`config.mk`:
```
export PLATFORM = sky130hd
export DESIGN_NAME = fortune_scroller
export DESIGN_NICKNAME = d
export VERILOG_FILES = /design/src/rtl/fortune_scroller.sv
export SDC_FILE = /design/constraint.sdc
export NUM_CORES = 1
export LEC_CHECK = 0
export CORE_AREA = 10 10 110 93
export CTS_BUF_LIST = sky130_fd_sc_hd__clkbuf_8 sky130_fd_sc_hd__clkbuf_16
export DETAILED_ROUTE_END_ITERATION = 8
export DIE_AREA = 0 0 120 103
export PLACE_DENSITY = 0.72
export SLEW_MARGIN = 20
export SYNTH_ARGS = -nofsm -noshare
export SYNTH_HDL_FRONTEND = slang
export SYNTH_SLANG_ARGS = --single-unit
```
`constraint.sdc`:
```
create_clock -name clk -period 1.95 [get_ports clk]
set_input_delay 0.39 -clock clk [delete_from_list [all_inputs] [get_ports clk]]
set_output_delay 0.39 -clock clk [all_outputs]
set_load 0.01 [all_outputs]
```
`src/rtl/fortune_scroller.sv`:
```
// fortune_scroller: fetches a fortune's 7-segment characters from a 1-cycle ROM and scrolls them
// right-to-left across hex3..hex0. Optional macro FORTUNE_LOOP_EN repeats the scroll forever.
module fortune_scroller #(
  parameter int TICK_DIV = 25000000,
  parameter int MSG_LEN  = 16,
  parameter int IDX_W    = 4
) (
  input  logic               clk,
  input  logic               reset,
  input  logic               start,
  input  logic [6:0]         fortune_id,
  output logic               rom_rd,
  output logic [7+IDX_W-1:0] rom_addr,
  input  logic [6:0]         rom_data,
  output logic [6:0]         hex0,
  output logic [6:0]         hex1,
  output logic [6:0]         hex2,
  output logic [6:0]         hex3,
  output logic               busy,
  output logic               done,
  output logic [2:0]         dbg_state
);
  localparam int STEP_W = ($clog2(MSG_LEN + 5) > IDX_W + 1) ? $clog2(MSG_LEN + 5) : IDX_W + 1;
  localparam int DIV_W  = (TICK_DIV > 1) ? $clog2(TICK_DIV) : 1;
  localparam logic [STEP_W-1:0] STEP_MSG = STEP_W'(MSG_LEN);
  localparam logic [STEP_W-1:0] STEP_END = STEP_W'(MSG_LEN + 4);
  localparam logic [DIV_W-1:0]  DIV_LAST = DIV_W'(TICK_DIV - 1);
  localparam logic [6:0]        BLANK    = 7'h7F;

  // Handshake: start is a one-cycle request, accepted only on a clock edge where the block
  // can take it (IDLE, or any state in loop mode); no back-pressure is given to the requester.
  typedef enum logic [2:0] {S_IDLE, S_FETCH, S_WAIT, S_HOLD, S_DONE} state_t;

  state_t              r_state;
  logic [6:0]          r_fid;
  logic [STEP_W-1:0]   r_step;
  logic [DIV_W-1:0]    r_div;
  logic                r_rom_rd;
  logic [7+IDX_W-1:0]  r_rom_addr;
  logic [6:0]          r_hex0, r_hex1, r_hex2, r_hex3;
  logic                r_done;

  logic                w_accept;
  logic [STEP_W-1:0]   w_step_nxt;
  logic                w_nxt_real;

`ifdef FORTUNE_LOOP_EN
  assign w_accept = start;
`else
  assign w_accept = start && (r_state == S_IDLE);
`endif
  assign w_step_nxt = r_step + 1'b1;
  assign w_nxt_real = (w_step_nxt < STEP_MSG);

  always_ff @(posedge clk) begin
    if (reset) begin
      r_state    <= S_IDLE;
      r_fid      <= '0;
      r_step     <= '0;
      r_div      <= '0;
      r_rom_rd   <= 1'b0;
      r_rom_addr <= '0;
      r_hex0     <= BLANK;
      r_hex1     <= BLANK;
      r_hex2     <= BLANK;
      r_hex3     <= BLANK;
      r_done     <= 1'b0;
    end else begin
      r_done   <= 1'b0;
      r_rom_rd <= 1'b0;
      if (w_accept) begin
        // Step 0 is always a real character, so the first FETCH always reads.
        r_fid      <= fortune_id;
        r_step     <= '0;
        r_hex0     <= BLANK;
        r_hex1     <= BLANK;
        r_hex2     <= BLANK;
        r_hex3     <= BLANK;
        r_rom_rd   <= 1'b1;
        r_rom_addr <= {fortune_id, IDX_W'(0)};
        r_state    <= S_FETCH;
      end else begin
        case (r_state)
          S_FETCH: r_state <= S_WAIT;
          S_WAIT: begin
            r_hex3  <= r_hex2;
            r_hex2  <= r_hex1;
            r_hex1  <= r_hex0;
            r_hex0  <= (r_step < STEP_MSG) ? rom_data : BLANK;
            r_div   <= '0;
            r_state <= S_HOLD;
          end
          S_HOLD: begin
            if (r_div == DIV_LAST) begin
              if (w_step_nxt == STEP_END) begin
                r_done <= 1'b1;
`ifdef FORTUNE_LOOP_EN
                r_step     <= '0;
                r_rom_rd   <= 1'b1;
                r_rom_addr <= {r_fid, IDX_W'(0)};
                r_state    <= S_FETCH;
`else
                r_step  <= w_step_nxt;
                r_state <= S_DONE;
`endif
              end else begin
                // Flush steps leave rom_addr parked on the last real character.
                r_step  <= w_step_nxt;
                r_state <= S_FETCH;
                if (w_nxt_real) begin
                  r_rom_rd   <= 1'b1;
                  r_rom_addr <= {r_fid, w_step_nxt[IDX_W-1:0]};
                end
              end
            end else begin
              r_div <= r_div + 1'b1;
            end
          end
          S_DONE:  r_state <= S_IDLE;
          default: r_state <= S_IDLE;
        endcase
      end
    end
  end

  assign rom_rd    = r_rom_rd;
  assign rom_addr  = r_rom_addr;
  assign hex0      = r_hex0;
  assign hex1      = r_hex1;
  assign hex2      = r_hex2;
  assign hex3      = r_hex3;
  assign busy      = (r_state != S_IDLE);
  assign done      = r_done;
  assign dbg_state = r_state;
endmodule

```
Word level (Yosys, flattened, before mapping)
Cells that the tools add are included.
{"block": "totals", "register_bits": 81, "inputBits": 17}
{"block": "classes", "bitwise": 4, "n_mux": 18, "order_cmp": 2, "n_addsub": 2, "n_eq_ne": 9, "reduce_logical": 13}
{"operator": "11-bit 2-to-1 mux", "count": 5}
{"operator": "25-bit one-hot mux with 2 select lines", "count": 1}
{"operator": "25-bit by 1-bit adder with 25-bit output, second input constant", "count": 1}
{"operator": "25-bit == test, second input constant", "count": 1}
{"operator": "25-bit 2-to-1 mux", "count": 1}
{"operator": "5-bit less-than comparator, second input constant", "count": 2}
{"operator": "3-bit one-hot mux with 3 select lines", "count": 1}
{"operator": "4-bit AND reduction", "count": 2}
{"operator": "2-bit nonzero test", "count": 4}
{"operator": "1-bit 2-to-1 mux", "count": 7}
{"operator": "7-bit 2-to-1 mux", "count": 1}
{"operator": "3-bit by 2-bit == test with 1-bit output, second input constant", "count": 2}
{"operator": "3-bit 2-to-1 mux", "count": 2}
{"operator": "2-bit != test, second input constant", "count": 3}
{"operator": "5-bit by 1-bit adder with 5-bit output, second input constant", "count": 1}
{"operator": "5-bit == test, second input constant", "count": 1}
{"operator": "1-bit inverter", "count": 4}
{"operator": "4-bit OR reduction", "count": 1}
{"operator": "3-bit by 1-bit == test with 1-bit output, second input constant", "count": 1}
{"operator": "3-bit zero test", "count": 1}
{"operator": "3-bit != test, second input constant", "count": 1}
{"operator": "3-bit AND reduction", "count": 1}
{"operator": "3-bit nonzero test", "count": 1}
{"operator": "2-bit AND reduction", "count": 1}
{"operator": "other kinds (2)", "count": 2}

Logic depth before layout (Yosys ltp)
Gate-level depths: netlist of run 1.
{"block": "depth", "word_depth": 7, "mapped_depth": 8, "depth_no_buf": 6}

Worst setup path after synthesis of run 1
OpenSTA, ideal clock, no wires.
{"block": "synth_timing", "path_kind": "reg-to-reg", "from": "register r_div[0]", "to": "register r_rom_addr[10], in the netlist rom_addr[10]", "path_slack_ns": 0.129, "setup_ns": 0.137, "path_stages_with_launch": 8, "synth_period_minus_slack_ns": 1.821, "required_ns": 1.813, "t_arrival_ns": 1.683, "cell_sequence": "dfxtp_1 -> ha_1 -> and3b_2 -> nand4_2 -> nor3_4 -> buf_8 -> mux2i_1 -> a211oi_1"}
{"block": "synth_between", "elab_chain_len": 3}
{"item": "from (decl)", "line_no": "37", "text": "logic [DIV_W-1:0] r_div;"}
{"item": "from (signal assigned)", "line_no": "116", "text": "r_div <= r_div + 1'b1;"}
{"item": "25-bit == test", "line_no": "94", "text": "if (r_div == DIV_LAST) begin"}
{"item": "2-bit nonzero test (no source line)"}
{"item": "4-bit AND reduction (no source line)"}
{"item": "to (signal assigned)", "line_no": "80", "text": "r_rom_addr <= {fortune_id, IDX_W'(0)};"}
{"item": "to (signal assigned)", "line_no": "112", "text": "r_rom_addr <= {r_fid, w_step_nxt[IDX_W-1:0]};"}
{"item": "to (decl)", "line_no": "39", "text": "logic [7+IDX_W-1:0] r_rom_addr;"}
No other way between the ends.
A chain may end at the register's enable or synchronous reset.

Worst setup path after layout of run 1
{"block": "layout_timing", "from": "register r_div[1]", "to": "register r_rom_addr[4], in the netlist rom_addr[4]"}
Same word-level chain as after synthesis.

==> flow_summary.yaml, run 1 <==
synthesis:
  ys_seq_elements: 81
  synthesis.nets: 433
  avgSynthCellArea_um2: 8.480
  synth-edff-count: 0
  synth_most_common_cell: "dfxtp_1"
  yosys-top-cells-count: "dfxtp_1, nand2_1, nand3_1"
  yosys.area.top_type: "dfxtp_1"
  syn_inst: 414
  ys_types: 46
  synth.cell_area_um2: 3511
  ys_seq_area_frac: 0.4619
  synth_warnings: 0
  synth_top_cells_by_area: "dfxtp_1, nand2_1, nand3_1"
  ys.flop_type: "dfxtp_1"
  postSynth.asyncResetShare: 0
  synth_top_area_share: 0.4619
placement:
  portBuffers: 61
  dp.cells: 576
  place_area_um2: 4300
  routabilityCongestion: 0.8614
  dpl.hpwl_um: 6144
  dp_slack_ps: 68.85
drt:
  postRouteAntennaNets: 0
  via_per_inst: 5.380
  wl_per_cell_um: 15.28
  via_count: 3196
  drt_wl_total_um: 9077
  dr.pass1.iters: 4
  route.detailed.drc: 0
  first_iter_violations: 267
worst_setup_path:
  critical_path_class: "reg -> reg"
  r2r_slack_ps: 90
  arrival_ps: 2100
  cp-start-kind: "register"
  worstSetupEndpointType: "register"
  crit_fanout: 15
  required_ps: 2190
clock_tree:
  cts_tree: "done"
  cts_buffer_depth: 2
  numCtsBuffers: 9
  cts_root_buf: "clkbuf_8"
  postCtsHoldBufs: 0
  clk_pin_slew_worst_paths_ps: 90
  clk_latency_ps: 350
  clock-sinks: 81
  htreeDepth: 3
timing:
  fmax_ghz: 0.5372
  hold_slack_ps: 455.4
  setup_ws_ps: 88.58
  setup_violations: 0
  tightest_slew_ps: 394.5
  slew_headroom: 0.7370
  period_needed_ps: 1861
  finalMaxSlewViolations: 0
  clock_skew_ps: 7.075
  hold_violations: 0
  finalCritPeriodShare: 0.9546
  fin_setup_tns_ps: 0
die:
  die_h_um: 103
  die_area_um2: 12360
  start_util: 0.4310
  core_area_um2: 8145
  ios: 62
  core.rowCount: 30
  die_w_um: 120
run:
  drv_cap: 0
power:
  leakage_nw: 1.735
  power_density_nw_per_um2: 767.0
  power_mw: 3.525
  peakVddDrop_v: 0.0004963
layout:
  fillers: 753
  area_growth_pct: 30.90
  nets: 496
  drive_gt1_frac: 0.1286
  final_cells: 594
  final_area_um2: 4596
  final_util: 0.5642
  n_antenna_cell: 0
global_routing:
  overflow: 0
  grt_pass1_wl_um: 14430
  antenna_found_initial: 0
  grt_max_degree: 34
  grt_pass1_vias: 3014
  grtUsageTotal: 0.1414
hold_path:
  hold_class: "reg -> reg"
status:
  status: "complete, no violations"
## what timing repair did
item | 4_1_cts | 5_1_grt
pin swaps | 1 | 7
resized for setup | 3 | 15
cloned | 0 | 1
setup endpoints to repair | 1 | 19
buffers inserted | 0 | 1
## worst max-delay path: stages (launching register included)
cell      delay (ps)
dfxtp_1          370
ha_2             210
and3b_2          270
nand4_4          130
nor3_4           230
buf_12           180
mux2i_1          240
a211oi_2         100
## state kept, by name, indices dropped and copies added, names as in the netlist
| register | cells |
|---|---|
| r_step | 5 |
| hex2 | 7 |
| dbg_state | 3 |
| done | 1 |
| rom_rd | 1 |
| hex0 | 7 |
| hex3 | 7 |
| hex1 | 7 |
| r_div | 25 |
| r_fid | 7 |
| rom_addr | 11 |
## layout by cell type (no fill, tap or decap), drive strengths merged, types with 11 or more instances in the layout
master / instances
a21oi: 23
buf: 16
clkdlybuf4s50: 60
dfxtp: 81
mux2i: 13
nand2: 71
nand3: 38
nand4: 11
nor2: 36
nor3: 14
o21ai: 11
o31ai: 12
or4: 13
## final timing paths
| kind | to | start | depth (start not counted) |
|---|---|---|---|
| setup / recovery | rom_addr[4] | r_div[1] | 7 |
| hold / removal | r_fid[6] | r_fid[6] | 2 |
| setup reg to reg | rom_addr[4] | r_div[1] | 7 |
| hold reg to reg | r_fid[6] | r_fid[6] | 2 |
## power breakdown
group          internal (mW)  total, mW  switching [mW]  leakage [nW]
Sequential              1.72       1.77          0.0466         0.662
Clock                  0.642       1.28           0.642         0.104
Combinational          0.228      0.474           0.246         0.969
## logic make-up after synthesis
logic type | count (synthesis) | share of synthesized area
fa+ha+maj | 2 | 0.007126
buf+inv | 32 | 0.03956
compound gates | 61 | 0.1080
simple gates | 215 | 0.3215
mux | 13 | 0.03706
xor+xnor | 10 | 0.02495
flops | 81 | 0.4619
## layer usage
metal  up-vias  track usage  part of all wire  routed length, um
li1       1592            -                 -                  -
met1      1507       0.1710              0.44               4019
met2        84       0.2264              0.47               4242
met3        13      0.05747             0.071                644
met4         0      0.04444             0.019                171
met5         -            0                 0                  0
## area by class of cell
type	instances	area (um^2)	share of cell area
Clock buffer	10	137.6	0.02995
Clock inverter	6	72.57	0.01579
Inverter	6	22.52	0.004901
Multi-Input combinational cell	302	1822	0.3964
Sequential cell	81	1630	0.3547
Tap cell	112	140.1	0.03049
Timing Repair Buffer	77	770.7	0.1677
Power figures use the tool's default switching activity.
==> run 2: changes to the inputs <==
--- a/config.mk
+++ b/config.mk
@@ -9,6 +9,7 @@
 export CTS_BUF_LIST = sky130_fd_sc_hd__clkbuf_8 sky130_fd_sc_hd__clkbuf_16
 export DETAILED_ROUTE_END_ITERATION = 8
 export DIE_AREA = 0 0 120 103
+export MAX_ROUTING_LAYER = met4
 export PLACE_DENSITY = 0.72
 export SLEW_MARGIN = 20
 export SYNTH_ARGS = -nofsm -noshare
==> flow_summary.yaml, run 2 (synthesis gave the netlist of run 1 again) <==
clock_tree:
  clk_latency_ps: 350
  htreeDepth: 3
  cts_root_buf: "clkbuf_8"
  clk_pin_slew_worst_paths_ps: 90
  cts_buffer_depth: 2
  numCtsBuffers: 9
  clock-sinks: 81
  cts_tree: "done"
run:
  drv_cap: 0
timing:
  hold_violations: 0
  slew_headroom: 0.7364
  setup_ws_ps: 90.76
  finalCritPeriodShare: 0.9535
  tightest_slew_ps: 395.4
  fmax_ghz: 0.5379
  setup_violations: 0
  finalMaxSlewViolations: 0
  fin_setup_tns_ps: 0
  period_needed_ps: 1859
  clock_skew_ps: 7.582
drt:
  first_iter_violations: 235
  wl_per_cell_um: 15.24
  dr.pass1.iters: 4
  postRouteAntennaNets: 0
  via_count: 3200
  route.detailed.drc: 0
  via_per_inst: 5.387
  drt_wl_total_um: 9050
placement:
  routabilityCongestion: 0.8752
  dp_slack_ps: 68.85
  portBuffers: 61
  place_area_um2: 4300
  dpl.hpwl_um: 6144
die:
  start_util: 0.4310
  ios: 62
  die_area_um2: 12360
  die_w_um: 120
  core_area_um2: 8145
  die_h_um: 103
  core.rowCount: 30
layout:
  final_util: 0.5642
  fillers: 753
  nets: 496
  final_area_um2: 4596
  mostFrequentLayoutCells: "dfxtp_1, nand2_1, clkdlybuf4s50_1, nand3_1, nor2_1"
  final_common_cell: "dfxtp_1"
  drive_gt1_frac: 0.1286
  regMostFlops: "r_div"
  n_antenna_cell: 0
  largest_reg_flops: 25
  area_growth_pct: 30.90
hold_path:
  hold_class: "reg -> reg"
power:
  leakage_nw: 1.735
  power_mw: 3.525
  power_density_nw_per_um2: 767.1
  peakVddDrop_v: 0.0004958
worst_setup_path:
  critical_path_class: "reg -> reg"
  crit_fanout: 15
  cp-start-kind: "register"
  arrival_ps: 2100
  required_ps: 2190
  worstSetupEndpointType: "register"
global_routing:
  grt_pass1_wl_um: 14410
  antenna_found_initial: 0
  overflow: 0
  grt_max_degree: 34
  grtUsageTotal: 0.1454
  grt_pass1_vias: 3014
status:
  status: "complete, no violations"
## run 2: cell counts in the layout (fill, tap and decap cells not counted)
Identical to the previous run, type by type.
## run 2: final timing paths
kind / start / endpoint / slack, ps / cells past startpoint
min: r_fid[6] / r_fid[6] / 460 / 2
max reg2reg: r_div[1] / rom_addr[4] / 90 / 7
min reg2reg: r_fid[6] / r_fid[6] / 460 / 2
max: r_div[1] / rom_addr[4] / 90 / 7
## run 2: layer usage
layer	part of all wire	vias to the layer above	GRT usage
met5	0	-	-
met4	0.020	0	0.04444
met3	0.068	16	0.05200
met2	0.47	92	0.2264
met1	0.44	1495	0.1740
li1	-	1597	-
## run 2: cell type report
type / instances / area, um^2 / area share
inverter: 6 / 22.52 / 0.004901
multi-input combinational: 302 / 1822 / 0.3964
timing repair buffer: 77 / 770.7 / 0.1677
tap: 112 / 140.1 / 0.03049
clock buffer: 10 / 137.6 / 0.02995
sequential: 81 / 1630 / 0.3547
clock inverter: 6 / 72.57 / 0.01579
## run 2: timing repair
| action | 4_1_cts | 5_1_grt |
|---|---|---|
| setup buffers | 0 | 1 |
| setup endpoints to repair | 1 | 20 |
| hold buffers | 0 | 0 |
| pin swaps | 1 | 7 |
| gates resized for setup | 3 | 15 |
| cloned | 0 | 1 |
## run 2: critical path, cell delays in order (launching register included)
cell	delay, ps
dfxtp_1	370
ha_2	210
and3b_2	270
nand4_4	130
nor3_4	230
buf_12	180
mux2i_1	240
a211oi_2	100
## run 2: power by group
group | switching [mW] | internal [mW]
clock network | 0.642 | 0.642
registers | 0.0467 | 1.72
logic | 0.245 | 0.228
total | 0.934 | 2.59
## run 2: metrics by stage
| step | cells | hold WS (ps) |
|---|---|---|
| 2_1_floorplan | 414 | 436.0 |
| 3_3_place_gp | 576 | 441.8 |
| 3_5_place_dp | 576 | 448.1 |
| 4_1_cts | 592 | 460.1 |
| 5_1_grt | 594 | 493.2 |
| 6_report | 594 | 455.5 |
==> run 3: changes to the inputs <==
==> config.mk (replaced) <==
export PLATFORM = sky130hd
export DESIGN_NAME = fortune_scroller
export DESIGN_NICKNAME = d
export VERILOG_FILES = /design/src/rtl/fortune_scroller.sv
export SDC_FILE = /design/constraint.sdc
export NUM_CORES = 1
export LEC_CHECK = 0
export ABC_AREA = 1
export CORE_AREA = 10 10 117 98
export DETAILED_ROUTE_END_ITERATION = 8
export DIE_AREA = 0 0 127 108
export MAX_ROUTING_LAYER = met4
export PLACE_DENSITY = 0.71
export SLEW_MARGIN = 20
export SYNTH_ARGS = -nofsm -noshare
export SYNTH_HDL_FRONTEND = slang
export SYNTH_SLANG_ARGS = --single-unit
==> flow_summary.yaml, run 3 <==
drt:
  via_per_inst: 5.093
  route.detailed.drc: 0
  dr.pass1.iters: 7
  wl_per_cell_um: 14.24
  via_count: 4054
  postRouteAntennaNets: 0
  first_iter_violations: 307
  drt_wl_total_um: 11330
hold_path:
  hold_class: "reg -> reg"
  worstHoldStart: "rom_addr[2]"
  min_to: "rom_addr[2]"
  hold-path-cell-count: 2
layout:
  final_common_cell: "nand2_1"
  mostFrequentLayoutCells: "nand2_1, nor2_1, dfxtp_1, clkdlybuf4s50_1, nand3_1"
  largest_reg_flops: 25
  n_antenna_cell: 0
  regMostFlops: "r_div"
  final_cells: 796
  nets: 691
  area_growth_pct: 29.35
  fillers: 937
  drive_gt1_frac: 0.09306
global_routing:
  grt_pass1_vias: 3797
  overflow: 0
  antenna_found_initial: 0
  grtUsageTotal: 0.1689
  grt_pass1_wl_um: 18340
  grt_max_degree: 32
power:
  power_density_nw_per_um2: 839.0
  leakage_nw: 2.150
  peakVddDrop_v: 0.0005081
clock_tree:
  clk_pin_slew_worst_paths_ps: 70
  cts_buffer_depth: 2
  numCtsBuffers: 9
  cts_setup_buffers: 0
  cts_root_buf: "clkbuf_16"
  cts_tree: "done"
  clk_latency_ps: 340
  clock-sinks: 81
  htreeDepth: 3
placement:
  dpl.hpwl_um: 8468
  dp.cells: 780
  portBuffers: 61
  routabilityCongestion: 1.028
timing:
  slew_headroom: 0.6958
  clock_skew_ps: 10.67
  finalMaxSlewViolations: 0
  fin_setup_tns_ps: 0
  period_needed_ps: 1848
  hold_violations: 0
  fmax_ghz: 0.5413
  tightest_slew_ps: 455.8
  rsz0062_at_grt: "false"
  setup_violations: 0
  finalCritPeriodShare: 0.9474
synthesis:
  synth.cell_area_um2: 4015
  synth_top_cells_by_area: "dfxtp_1, nand2_1, nor2_1"
  ys_seq_area_frac: 0.4039
  avgSynthCellArea_um2: 6.692
  syn_inst: 600
  yosys-top-cells-count: "nand2_1, nor2_1, dfxtp_1"
  ys_types: 35
  synth_top_area_share: 0.4039
  synth_most_common_cell: "nand2_1"
  ys.flop_type: "dfxtp_1"
  synth-edff-count: 0
  synthesis.nets: 619
  ys_seq_elements: 81
  postSynth.asyncResetShare: 0
  yosys.area.top_type: "dfxtp_1"
  synth_warnings: 0
die:
  start_util: 0.4322
  ios: 62
  die_area_um2: 13720
  core.rowCount: 32
  core_area_um2: 9289
  die_h_um: 108
  die_w_um: 127
worst_setup_path:
  critPathLaunch: "dbg_state[2]"
  critical_path_class: "reg -> out"
  r2r-end: "r_div[0]"
  r2r_slack_ps: 130
  crit_fanout: 4
  cp-start-kind: "register"
  reg2reg_depth: 10
  required_ps: 1560
  arrival_ps: 1460
  worstSetupEndpointType: "primary output"
  reg2reg_from: "r_div[17]"
status:
  status: "complete, no violations"
run:
  drv_cap: 0
[run 3: per-stage QoR]
step	cell area [um^2]	hold WS, ps	total power, mW	worst slack, ps	utilization
finish	5194	455.4	4.357	102.5	0.5591
floorplan	4015	445.4	2.154	372.2	-
detailed placement	4835	450.5	2.423	97.13	0.5205
CTS	5180	459.7	4.376	80.48	0.5577
global route	5194	484.0	4.531	35.13	0.5591
global placement	4835	437.8	2.412	197.3	0.5205
[run 3: cell type report]
| type | instances | area [um^2] | share of cell area |
|---|---|---|---|
| Clock buffer | 10 | 229.0 | 0.04409 |
| Clock inverter | 6 | 115.1 | 0.02216 |
| Inverter | 59 | 224.0 | 0.04312 |
| Multi-Input combinational cell | 438 | 2064 | 0.3975 |
| Sequential cell | 81 | 1624 | 0.3127 |
| Tap cell | 119 | 148.9 | 0.02867 |
| Timing Repair Buffer | 83 | 788.3 | 0.1518 |
[run 3: routing by layer]
layer / GRT usage / share of wire / wire, um
met4: 0.04951 / 0.013 / 149
met2: 0.2714 / 0.47 / 5296
met1: 0.1985 / 0.45 / 5151
met5: - / 0 / 0
met3: 0.05479 / 0.065 / 735
[run 3: kinds of logic (layout without fill, tap and decap cells)]
logic type,after synthesis,count (layout),synth area share
AND/OR/NAND/NOR,365,365,0.3989
flip-flops,81,81,0.4039
XOR/XNOR,6,6,0.01309
AO/OA/AOI/OAI,65,65,0.09286
buffers and inverters,81,158,0.08507
adder cells (fa/ha/maj),2,2,0.006231
[run 3: timing repair]
item                       4_1_cts  5_1_grt
hold buffers                     0        0
setup endpoints to repair        1       12
gates resized for setup          1        4
[run 3: worst max-delay path: stages, from the launching register on]
cell             delay (ps)
dfxtp_2                 390
inv_1                    80
nand2_1                  90
clkdlybuf4s50_1         540
[run 3: how the worst max path moves through the flow]
stage,endpoint,cells after the start
floorplan,r_step[2],12
CTS,r_step[0],11
finish,busy,3
detailed placement,r_step[0],11
global placement,r_step[2],11
global route,r_div[21],10
[run 3: report_power, final]
group,switching [mW],total (mW),internal [mW]
Clock,0.706,1.96,1.26
Sequential,0.0543,1.79,1.73
Combinational,0.339,0.605,0.266
Total,1.10,4.36,3.26
